### src/rtl/riscv_pkg.sv
// Shared definitions for the fetch stage: word width, NOP encoding,
// fetch FSM states and the {pc, instr} entry stored in the prefetch FIFO.
package riscv_pkg;

    localparam int XLEN = 32;
    localparam logic [XLEN-1:0] NOP_INSTR = 32'h00000013;

    typedef enum logic [1:0] {
        BOOT  = 2'd0,
        RUN   = 2'd1,
        FLUSH = 2'd2
    } fetch_state_t;

    typedef struct packed {
        logic [XLEN-1:0] pc;
        logic [XLEN-1:0] instr;
    } fetch_entry_t;

endpackage

### src/rtl/riscv_sync_fifo.sv
// Synchronous FIFO with push/pop/clear and occupancy reporting.
// Read is combinational from the head slot; DEPTH must be a power of 2.
module riscv_sync_fifo #(
    parameter int DEPTH = 4,
    parameter int WIDTH = 64
) (
    input  logic                   clk,
    input  logic                   reset,
    input  logic                   push,
    input  logic [WIDTH-1:0]       push_data,
    input  logic                   pop,
    input  logic                   clear,
    output logic [WIDTH-1:0]       head_data,
    output logic                   full,
    output logic                   empty,
    output logic [$clog2(DEPTH):0] count
);

    localparam int PW = $clog2(DEPTH);

    logic [WIDTH-1:0] storage [DEPTH];
    logic [PW-1:0]    wr_ptr;
    logic [PW-1:0]    rd_ptr;
    logic             do_push;
    logic             do_pop;

    assign empty     = (count == '0);
    assign full      = (count == (PW+1)'(DEPTH));
    assign do_pop    = pop && !empty && !clear;
    assign do_push   = push && !clear && (!full || do_pop);
    assign head_data = storage[rd_ptr];

    // Pointer and occupancy bookkeeping; clear empties the queue in one cycle.
    always_ff @(posedge clk or negedge reset) begin
        if (!reset) begin
            wr_ptr <= '0;
            rd_ptr <= '0;
            count  <= '0;
        end else if (clear) begin
            wr_ptr <= '0;
            rd_ptr <= '0;
            count  <= '0;
        end else begin
            if (do_push) wr_ptr <= wr_ptr + 1'b1;
            if (do_pop)  rd_ptr <= rd_ptr + 1'b1;
            if (do_push && !do_pop)      count <= count + 1'b1;
            else if (!do_push && do_pop) count <= count - 1'b1;
        end
    end

    // Entry storage; contents only matter where count marks them valid.
    always_ff @(posedge clk) begin
        if (do_push) storage[wr_ptr] <= push_data;
    end

endmodule

### src/rtl/riscv_fetch_prefetch.sv
// Instruction fetch stage: issues word fetches, buffers in-order responses
// tagged with their PC, and hands one {pc, instr} per cycle downstream.
// A redirect flushes buffered work and drops responses already in flight.
module riscv_fetch_prefetch
    import riscv_pkg::*;
#(
    parameter int              DEPTH    = 4,
    parameter logic [XLEN-1:0] RESET_PC = 32'h0
) (
    input  logic            clk,
    input  logic            reset,
    output logic            imem_req_valid,
    input  logic            imem_req_ready,
    output logic [XLEN-1:0] imem_req_addr,
    input  logic            imem_rsp_valid,
    input  logic [XLEN-1:0] imem_rsp_data,
    input  logic            redirect_valid,
    input  logic [XLEN-1:0] redirect_pc,
    output logic            out_valid,
    input  logic            out_ready,
    output logic [XLEN-1:0] out_pc,
    output logic [XLEN-1:0] out_instr,
    output logic [2:0]      stale_cnt_out
);

    localparam int CW = $clog2(DEPTH) + 1;

    fetch_state_t    state;
    logic [XLEN-1:0] fetch_pc;
    logic [XLEN-1:0] rsp_pc;
    logic [CW-1:0]   inflight;
    logic [CW-1:0]   inflight_next;
    logic [CW-1:0]   stale;
    logic [CW-1:0]   stale_dec;
    logic [CW-1:0]   fifo_count;
    logic [CW:0]     occ_total;
    logic            fifo_full;
    logic            fifo_empty;
    logic            req_fire;
    logic            rsp_seen;
    logic            rsp_push;
    logic            head_pop;
    logic [XLEN-1:0] target_pc;
    fetch_entry_t    push_entry;
    fetch_entry_t    head_entry;

    assign target_pc  = redirect_pc & ~32'h3;
    assign occ_total  = {1'b0, fifo_count} + {1'b0, inflight};
    assign rsp_seen   = imem_rsp_valid && (inflight != '0);
    assign rsp_push   = rsp_seen && (state == RUN) && !redirect_valid;
    assign head_pop   = out_valid && out_ready && !redirect_valid;
    assign push_entry = '{pc: rsp_pc, instr: imem_rsp_data};

    assign imem_req_valid = (state == RUN) && !redirect_valid && !fifo_full
                            && (occ_total < (CW+1)'(DEPTH));
    assign imem_req_addr  = fetch_pc;
    assign req_fire       = imem_req_valid && imem_req_ready;

    assign out_valid     = !fifo_empty;
    assign out_pc        = out_valid ? head_entry.pc : '0;
    assign out_instr     = out_valid ? head_entry.instr : NOP_INSTR;
    assign stale_cnt_out = 3'(stale);

    // Next outstanding-request count: one up per fired request, one down per response.
    always_comb begin
        inflight_next = inflight;
        if (req_fire && !rsp_seen)      inflight_next = inflight + 1'b1;
        else if (!req_fire && rsp_seen) inflight_next = inflight - 1'b1;
    end

    // Stale counter after this cycle's response, used while draining a flush.
    always_comb begin
        stale_dec = stale;
        if (rsp_seen && (stale != '0)) stale_dec = stale - 1'b1;
    end

    // Fetch FSM plus the PC and in-flight bookkeeping; redirect overrides everything.
    always_ff @(posedge clk or negedge reset) begin
        if (!reset) begin
            state    <= BOOT;
            fetch_pc <= RESET_PC;
            rsp_pc   <= RESET_PC;
            inflight <= '0;
            stale    <= '0;
        end else begin
            inflight <= inflight_next;
            if (req_fire) fetch_pc <= fetch_pc + 32'd4;
            if (rsp_push) rsp_pc   <= rsp_pc + 32'd4;
            case (state)
                BOOT:    state <= RUN;
                RUN:     if (redirect_valid && (inflight != '0)) state <= FLUSH;
                FLUSH: begin
                    stale <= stale_dec;
                    if (!redirect_valid && (stale_dec == '0)) state <= RUN;
                end
                default: state <= BOOT;
            endcase
            if (redirect_valid) begin
                fetch_pc <= target_pc;
                rsp_pc   <= target_pc;
                stale    <= rsp_seen ? inflight - 1'b1 : inflight;
            end
        end
    end

    riscv_sync_fifo #(
        .DEPTH (DEPTH),
        .WIDTH ($bits(fetch_entry_t))
    ) u_fifo (
        .clk       (clk),
        .reset     (reset),
        .push      (rsp_push),
        .push_data (push_entry),
        .pop       (head_pop),
        .clear     (redirect_valid),
        .head_data (head_entry),
        .full      (fifo_full),
        .empty     (fifo_empty),
        .count     (fifo_count)
    );

endmodule

### config.mk
export PLATFORM = sky130hd
export DESIGN_NAME = riscv_fetch_prefetch
export DESIGN_NICKNAME = d
export VERILOG_FILES = /design/src/rtl/riscv_pkg.sv /design/src/rtl/riscv_sync_fifo.sv /design/src/rtl/riscv_fetch_prefetch.sv
export SDC_FILE = /design/constraint.sdc
export NUM_CORES = 1
export LEC_CHECK = 0
export CAP_MARGIN = 20
export CORE_UTILIZATION = 45
export DETAILED_ROUTE_END_ITERATION = 12
export MAX_ROUTING_LAYER = met4
export PLACE_DENSITY = 0.75
export SLEW_MARGIN = 5
export SYNTH_ARGS = -nofsm -noshare
export SYNTH_HDL_FRONTEND = slang
export SYNTH_HIERARCHICAL = 1
export SYNTH_SLANG_ARGS = --single-unit
### constraint.sdc
create_clock -name clk -period 3.41 [get_ports clk]
set_input_delay 0.341 -clock clk [delete_from_list [all_inputs] [get_ports clk]]
set_output_delay 0.341 -clock clk [all_outputs]
set_load 0.005 [all_outputs]
## Word level (Yosys, flattened, before mapping)

Memories as Yosys holds them, arrays and structs flattened.
Index checks and enable logic that the tools add are counted.

- Bits in registers: 79
- Memory bits (writable): 256
- Input port bits: 70
- Output and inout port bits: 101
- Word-level logic and storage cells: 90
- Memories: 1

- $add $sub $neg: 10
- $lt $le $gt $ge: 1
- Equal/unequal tests: 5
- Muxes and demuxes: 24
- Reduce and logical (&&, ||, !) cells: 41

Memory list:

| memory | depth | width | read ports | clocked after Yosys merged registers in | wr ports | RTL line | RTL |
|---|---|---|---|---|---|---|---|
| u_fifo.storage | 4 | 64 | 1 | 0 | 1 | riscv_sync_fifo.sv:21 | `logic [WIDTH-1:0] storage [DEPTH];` |

Operators by type and width:

| cell | count |
|---|---|
| $mux W32 | 6 |
| $add A32 B3 Y32 const B | 2 |
| $mux W3 | 9 |
| $logic_and A1 B1 Y1 | 20 |
| $mux W2 | 6 |
| $reduce_bool A2 Y1 | 6 |
| $reduce_bool A3 Y1 | 3 |
| $sub A3 B1 Y3 const B | 3 |
| $logic_not A1 Y1 | 7 |
| $add A3 B1 Y3 const B | 2 |
| $logic_not A3 Y1 | 2 |
| $pmux W2 S3 | 1 |
| $add A2 B1 Y2 const B | 2 |
| $add A3 B3 Y4 | 1 |
| $lt A4 B3 Y1 const B | 1 |
| $eq A3 B3 Y1 const B | 1 |
| $eq A2 B1 Y1 const B | 1 |
| $eq A2 B2 Y1 const B | 1 |
| $logic_not A2 Y1 | 1 |
| $mux W1 | 2 |
| $ne A2 B1 Y1 const B | 1 |
| $ne A2 B2 Y1 const B | 1 |
| $reduce_and A2 Y1 | 1 |
| $logic_or A1 B1 Y1 | 1 |

## Depth between registers and ports, before layout

Gate-level depths: netlist (run 1).

- Depth in word-level cells: 13
- Depth in mapped cells: 12
- Depth with buffers taken out: 11

## Modules after synthesis

The synthesis (run 1) kept the hierarchy.

Modules (own cells, without submodules):

| module | times used | cells an instance | area an instance (µm²) |
|---|---|---|---|
| riscv_sync_fifo | 1 | 382 | 9721.8 |
| riscv_fetch_prefetch | 1 | 599 | 4966.0 |

## Worst setup path before layout (run 1)

OpenSTA, ideal clock, no wires.

- Path type: input -> register
- Start point: input redirect_valid
- End point: memory u_fifo.storage[0][0] (enable)
- Setup time: 0.429 ns
- Arrival: 3.372 ns
- Slack: -0.391 ns
- Cell stages on the path: 8
- Buffers on the path: 3
- Cells stage by stage: buf_2 > inv_1 > clkbuf_1 > buf_1 > and3_1 > nor4b_4 > nor2_1 > and2_1

- Longest elaborated chain between the ends: 8
- Elaborated cells between the ends (all ways): 10
- Those cells by class: mux (2); reduce/logical (8)

RTL lines:

| what | RTL line | RTL |
|---|---|---|
| start, declared | riscv_fetch_prefetch.sv:17 | `input logic redirect_valid,` |
| $logic_not A1 Y1 | riscv_fetch_prefetch.sv:51 | `assign head_pop = out_valid && out_ready && !redirect_valid;` |
| $logic_and A1 B1 Y1 | riscv_fetch_prefetch.sv:51 |  |
| via head_pop | riscv_fetch_prefetch.sv:42 | `logic head_pop;` |
| $logic_and A1 B1 Y1 (2 in series) | riscv_sync_fifo.sv:29 | `assign do_pop = pop && !empty && !clear;` |
| $logic_or A1 B1 Y1 | riscv_sync_fifo.sv:30 | `assign do_push = push && !clear && (!full \|\| do_pop);` |
| $logic_and A1 B1 Y1 | riscv_sync_fifo.sv:30 |  |
| $mux W1 | riscv_sync_fifo.sv:53 | `if (do_push) storage[wr_ptr] <= push_data;` |
| $mux W1 (implied by the code) | riscv_sync_fifo.sv:53 |  |
| end, declared | riscv_sync_fifo.sv:21 |  |

The timed path passes the listed nets, and every way through them passes these cells.

## Worst setup path after layout (run 1)

- Start point: register u_fifo.count[0]
- End point: output imem_req_valid

- Longest elaborated chain between the ends: 4
- Elaborated cells between the ends (all ways): 6
- Those cells by class: add/sub (1); order compare (1); eq/ne (1); reduce/logical (3)

RTL lines:

| what | RTL line | RTL |
|---|---|---|
| start, declared | riscv_sync_fifo.sv:16 | `output logic [$clog2(DEPTH):0] count` |
| start signal, assigned | riscv_sync_fifo.sv:46 | `if (do_push && !do_pop) count <= count + 1'b1;` |
| start signal, assigned | riscv_sync_fifo.sv:47 | `else if (!do_push && do_pop) count <= count - 1'b1;` |
| $eq A3 B3 Y1 | riscv_sync_fifo.sv:28 | `assign full = (count == (PW+1)'(DEPTH));` |
| via fifo_full | riscv_fetch_prefetch.sv:37 | `logic fifo_full;` |
| $logic_not A1 Y1 | riscv_fetch_prefetch.sv:54 | `assign imem_req_valid = (state == RUN) && !redirect_valid && !fifo_full` |
| $logic_and A1 B1 Y1 | riscv_fetch_prefetch.sv:54 |  |
| $logic_and A1 B1 Y1 | riscv_fetch_prefetch.sv:55 | `&& (occ_total < (CW+1)'(DEPTH));` |
| end, declared | riscv_fetch_prefetch.sv:12 | `output logic imem_req_valid,` |

The timed path passes the listed nets, and every way through them passes these cells.

==> results.py, run 1 <==
metrics = {
    "timing": {
        "period_share_pct": 95.3,
        "rsz0062_at_grt": "false",
        "timing.fmax_mhz": 308,
        "worst_pin_slew_ps": 875,
        "setup_viol": 0,
        "relSlewSlack_pct": 40.9,
        "finalHoldViolations": 0,
        "fin_worst_skew_ps": 10.7,
        "drv_slew": 0,
        "final.setup.tns_ps": 0,
        "period_needed_ps": 3250,
    },
    "layout": {
        "drive_above_1_share_pct": 13.8,
        "layout_common_cells": "edfxtp_1 (256), clkdlybuf4s50_1 (164), dfrtp_1 (73)",
        "mostFrequentLayoutCell": "edfxtp_1",
        "nNetsFinal": 1244,
        "area_growth_pct": 23.4,
        "num-fill-cells": 2447,
        "antennaDiodeCount": 0,
        "stdcell_count": 1620,
        "post-route-util_pct": 57.0,
    },
    "clock_network": {
        "cts_tree": "yes",
        "clockBufferDepth": 3,
        "clk_latency_ps": 500,
        "path_clk_slew_ps": 60,
        "clkSinkCount": 331,
        "htree_levels": 2,
        "post_cts_buffers": 0,
        "cts_buffers": 36,
        "root_buffer": "clkbuf_16",
    },
    "detailed_routing": {
        "via_per_inst": 5.69,
        "drtAntennaViolNets": 0,
        "remaining_drc_errors": 0,
        "drt-total-wl_um": 31900,
        "first_iter_violations": 672,
        "vias": 9216,
        "dr.pass1.iters": 5,
        "post_drt_wl_per_cell_um": 19.7,
    },
    "outcome": {
        "status": "finished clean",
    },
    "place": {
        "dp_cells": 1555,
        "dp_hpwl_um": 20300,
        "gp_congestion": 0.874,
        "port_buffers": 166,
    },
    "synthesis": {
        "synthTopCellsByArea": "edfxtp_1 (52%), dfrtp_1 (13%), mux4_2 (9.8%), nor2b_1 (2.9%), nor2_1 (1.4%)",
        "synthArstFlopShare_pct": 22.7,
        "syn_inst": 981,
        "synth_top_area_share_pct": 52.3,
        "syn_area_um2": 14700,
        "ys_seq_elements": 331,
        "yosysTopAreaCell": "edfxtp_1",
        "syn_area_per_cell_um2": 15.0,
        "yosys_warnings": 6,
        "yosysUniqueCellTypes": 68,
        "synth_ff_type": "edfxtp_1",
        "seq_area_frac_synth_pct": 65.1,
        "synth_edf_count": 256,
    },
    "setup_path": {
        "r2r_start": "inflight[0]",
        "crit_buf_inv": 2,
        "cp.depth": 5,
        "crit_end": "imem_req_valid",
        "rr_worst_depth": 9,
        "end_kind": "output port",
        "path_max_fanout": 7,
        "rrSetupSlack_ps": 500,
        "r2r_end": "u_fifo/storage[1][27]",
        "cp_slowest_cell": "clkdlybuf4s50_1",
        "cp.required_ps": 3070,
        "cp.arrival_ps": 2910,
        "path_delay_family": "simple AND/OR/NAND/NOR gates",
        "path_class": "flop to output port",
        "max_stage_delay_ps": 600,
        "startpoint_type": "flop",
        "crit_path_start": "u_fifo/count[0]",
        "worstPathCellList": "inv_1 -> and3_1 -> or4_1 -> nor4_1 -> clkdlybuf4s50_1",
    },
    "global_routing": {
        "grt_first_pass_wirelength_um": 50400,
        "grt_start_max_net_pins": 68,
        "antenna_found_initial": 0,
        "gr-total-overflow": 0,
        "grt_pass1_vias": 9085,
        "grt_usage_pct": 20.1,
    },
    "run": {
        "max_cap_viol_count": 0,
    },
    "pwr": {
        "power_leakage_nw": 5.96,
        "power_density_nw_per_um2": 563,
        "power_w": 0.0102,
        "ir_drop_v": 0.000295,
    },
    "die": {
        "io_pins": 171,
        "fp.dieH_um": 183,
        "initial_utilization_pct": 46.2,
        "dieWidth_um": 183,
        "die-area_um2": 33400,
        "coreArea_um2": 31800,
        "num_rows": 65,
    },
    "worst_hold_path": {
        "whs_path_depth": 3,
        "holdCritPathClass": "primary input to flop",
    },
}
repair_timing:
item / 4_1_cts / 5_1_grt
resized for setup: 0 / 0
endpoints found under the setup margin: 0 / 0
hold buffers: 1 / 0
endpoints found under the hold margin: 32 / 0
synthesized netlist by cell type, types with 12 or more instances:
master / count
or4_1: 12
ha_1: 14
nor3_1: 27
inv_1: 15
clkbuf_1: 32
nand2b_1: 13
edfxtp_1: 256
a31oi_1: 14
mux4_2: 64
o21ai_0: 13
nand3_1: 23
a211oi_1: 23
a21oi_1: 13
dfrtp_1: 75
nor4_1: 27
o31ai_1: 17
nand2_1: 32
and3_1: 15
nor2_1: 54
nand4_1: 25
nor2b_1: 68
and4_1: 20
cell type report:
type	instances	area, µm²	area share, %
sequential	331	9570	52.8
multi-input combinational	585	4850	26.7
timing repair buffer	190	1950	10.7
clock buffer	45	966	5.33
tap	435	544	3.00
clock inverter	19	196	1.08
inverter	15	56.3	0.311
metrics by stage:
step	setup WS (ps)	hold WS [ps]	instance area, µm²
floorplan	278	45.4	14700
global placement	541	472	17000
detailed placement	491	469	17000
CTS	157	332	18100
global route	33.9	365	18100
finish	160	367	18100
per-layer routing:
metal | global-route usage (%) | vias up | wire (µm)
li1 | - | 4233 | -
met1 | 28.6 | 4594 | 14300
met5 | - | - | 0
met3 | 3.47 | 36 | 2350
met2 | 30.4 | 353 | 14700
met4 | 4.71 | 0 | 473
worst reg2reg max path, delay by kind of cell, from the launching register on:
| kind | cells | cell delay, ps |
|---|---|---|
| fa+ha+maj | 2 | 420 |
| flops | 1 | 470 |
| simple gates | 5 | 1260 |
| buf+inv | 2 | 430 |
flip-flops by register name, indices dropped and copies added, names as in the netlist:
name,cells
u_fifo/storage,256
imem_req_addr,30
rsp_pc,30
inflight,3
stale_cnt_out,3
u_fifo/count,3
state,2
u_fifo/rd_ptr,2
u_fifo/wr_ptr,2
worst min-delay path by stage:
stage / slack, ps / end / startpoint
floorplan: 50 / imem_req_addr[10] / reset
CTS: 330 / u_fifo/rd_ptr[1] / redirect_valid
finish: 370 / u_fifo/count[0] / redirect_valid
global placement: 470 / imem_req_addr[8] / reset
global route: 360 / u_fifo/count[0] / redirect_valid
detailed placement: 470 / imem_req_addr[8] / reset
cell families (layout without fill, tap and decap cells):
family | Yosys count | count (layout) | synth area share [%]
AND/OR/NAND/NOR | 359 | 359 | 14.3
AO/OA/AOI/OAI | 111 | 111 | 5.54
XOR/XNOR | 18 | 18 | 1.07
adder cells (fa/ha/maj) | 15 | 15 | 1.33
other | 1 | 10 | 0.0255
buffers and inverters | 74 | 269 | 2.18
multiplexers | 72 | 72 | 10.4
flip-flops | 331 | 331 | 65.1
report_power, final:
part           total [W]  internal, W  switching [W]
Sequential       0.00489      0.00460       0.000291
Clock            0.00380      0.00231        0.00149
Combinational    0.00151     0.000767       0.000747
Total             0.0102      0.00768        0.00253
Power figures use the tool's default switching activity.
==> run 2: changes to the inputs <==
--- a/config.mk
+++ b/config.mk
@@ -6,10 +6,11 @@
 export NUM_CORES = 1
 export LEC_CHECK = 0
 export CAP_MARGIN = 20
+export CORE_ASPECT_RATIO = 1.2
 export CORE_UTILIZATION = 45
 export DETAILED_ROUTE_END_ITERATION = 12
 export MAX_ROUTING_LAYER = met4
-export PLACE_DENSITY = 0.75
+export PLACE_DENSITY = 0.72
 export SLEW_MARGIN = 5
 export SYNTH_ARGS = -nofsm -noshare
 export SYNTH_HDL_FRONTEND = slang
==> constraint.sdc (replaced) <==
create_clock -name clk -period 3.81 [get_ports clk]
set_input_delay 0.381 -clock clk [delete_from_list [all_inputs] [get_ports clk]]
set_output_delay 0.381 -clock clk [all_outputs]
set_load 0.005 [all_outputs]
==> run 2 against run 1 <==
  * Non-clock buffer count is 5 higher
  * Cell count shrank 1.6%
  * Largest power group unchanged
  * Critical endpoint unchanged
  * Via count fell by 0.37%
  * Power is 11% lower
  * Clock skew rose by 0.74 ps
==> results.py, run 2 (same netlist as run 1, synthesis figures left out) <==
metrics = {
    "outcome": {
        "status": "finished clean",
    },
    "place": {
        "port_buffers": 166,
        "dp_cells": 1532,
        "dp_hpwl_um": 20600,
        "dpl_cell_area_um2": 17000,
        "gp_congestion": 0.849,
    },
    "layout": {
        "area_growth_pct": 23.3,
        "stdcell_count": 1594,
        "antennaDiodeCount": 0,
        "layout_common_cells": "edfxtp_1 (256), clkdlybuf4s50_1 (164), dfrtp_1 (73)",
        "drive_above_1_share_pct": 14.2,
        "mostFrequentLayoutCell": "edfxtp_1",
        "regArea_um2": 9570,
        "fin_area_um2": 18100,
        "post-route-util_pct": 56.3,
        "top_register": "u_fifo/storage",
        "largest_reg_flops": 256,
        "multi_input_area_um2": 4850,
        "num-fill-cells": 2561,
        "nNetsFinal": 1248,
    },
    "timing": {
        "period_needed_ps": 3310,
        "setup_viol": 0,
        "finalHoldViolations": 0,
        "relSlewSlack_pct": 40.0,
        "fin_worst_skew_ps": 11.4,
        "worst_pin_slew_ps": 888,
        "rsz0062_at_grt": "false",
        "timing.fmax_mhz": 302,
        "drv_slew": 0,
        "period_share_pct": 86.9,
        "final.setup.tns_ps": 0,
    },
    "clock_network": {
        "htree_levels": 2,
        "clockBufferDepth": 3,
        "post_cts_buffers": 0,
        "root_buffer": "clkbuf_16",
        "cts_buffers": 35,
        "path_clk_slew_ps": 60,
        "clkSinkCount": 331,
        "clk_latency_ps": 510,
        "cts_tree": "yes",
    },
    "detailed_routing": {
        "dr.pass1.iters": 5,
        "post_drt_wl_per_cell_um": 19.9,
        "via_per_inst": 5.76,
        "drt-total-wl_um": 31700,
        "remaining_drc_errors": 0,
        "vias": 9182,
        "drtAntennaViolNets": 0,
        "first_iter_violations": 770,
    },
    "pwr": {
        "power_leakage_nw": 5.98,
        "ir_drop_v": 0.000323,
        "power_w": 0.00905,
        "power_density_nw_per_um2": 500,
    },
    "die": {
        "dieWidth_um": 167,
        "coreArea_um2": 32200,
        "fp.dieH_um": 200,
        "num_rows": 72,
        "initial_utilization_pct": 45.7,
        "io_pins": 171,
        "die-area_um2": 33400,
    },
    "worst_hold_path": {
        "holdCritPathClass": "primary input to flop",
    },
    "setup_path": {
        "startpoint_type": "flop",
        "end_kind": "output port",
        "path_class": "flop to output port",
        "cp.required_ps": 3430,
        "path_max_fanout": 7,
        "cp.arrival_ps": 2930,
    },
    "global_routing": {
        "grt_usage_pct": 20.1,
        "grt_first_pass_wirelength_um": 50600,
        "grt_start_max_net_pins": 68,
        "grt_pass1_vias": 9149,
        "antenna_found_initial": 0,
        "gr-total-overflow": 0,
    },
    "run": {
        "max_cap_viol_count": 0,
    },
}
==> run 2: changes by cell type in the layout (fill, tap and decap cells not counted), moves of 3 or more <==
| cell | change |
|---|---|
| and2_4 | +4 |
| clkinv_1 | -3 |
| and2_2 | -4 |
| buf_4 | +4 |
==> run 2: final timing paths <==
kind	start	to	slack, ps	cells past startpoint
max in group asynchronous	reset	rsp_pc[16]	2480	3
setup reg to reg	inflight[0]	u_fifo/storage[1][42]	660	11
min in group asynchronous	reset	stale_cnt_out[0]	500	2
setup / recovery	u_fifo/count[0]	imem_req_valid	500	5
hold / removal	redirect_valid	u_fifo/rd_ptr[0]	400	3
hold reg to reg	state[0]	state[0]	570	1
==> run 2: metal layers <==
layer | up-vias | global-route usage, % | wire length (µm)
li1 | 4221 | - | -
met1 | 4579 | 26.2 | 13700
met2 | 325 | 33.2 | 15700
met3 | 57 | 2.98 | 1680
met4 | 0 | 5.35 | 677
met5 | - | - | 0
==> run 2: through the flow <==
step | setup WS [ps] | hold WS (ps)
after global routing | 332 | 415
final | 500 | 397
after detailed placement | 667 | 519
after CTS | 447 | 383
after floorplan | 656 | 85.4
after global placement | 737 | 521
==> run 2: worst max-delay path, cell delays in order (launching register included) <==
cell and delay, ps:
dfrtp_1 530, inv_1 130, and3_1 170, or4_1 560, nor4_1 430, clkdlybuf4s50_1 600
==> run 2: what timing repair did <==
action / CTS / global route
endpoints found under the setup margin: 0 / 0
endpoints found under the hold margin: 32 / 0
resized for setup: 0 / 0
hold buffers: 1 / 0
==> run 2: cell type report <==
type,count,area share [%]
clock buffers,46,5.36
flip-flops and latches,331,52.9
clock inverters,15,0.829
multi-input cells,585,26.8
inverters,15,0.311
well taps,407,2.81
repair buffers,195,11.0
==> run 2: where the power goes <==
part / total, W / internal, W / leakage [nW] / switching, W
sequential: 0.00437 / 0.00412 / 3.20 / 0.000249
clock: 0.00333 / 0.00199 / 0.547 / 0.00133
combinational: 0.00136 / 0.000693 / 2.24 / 0.000665
total: 0.00905 / 0.00680 / 5.98 / 0.00225
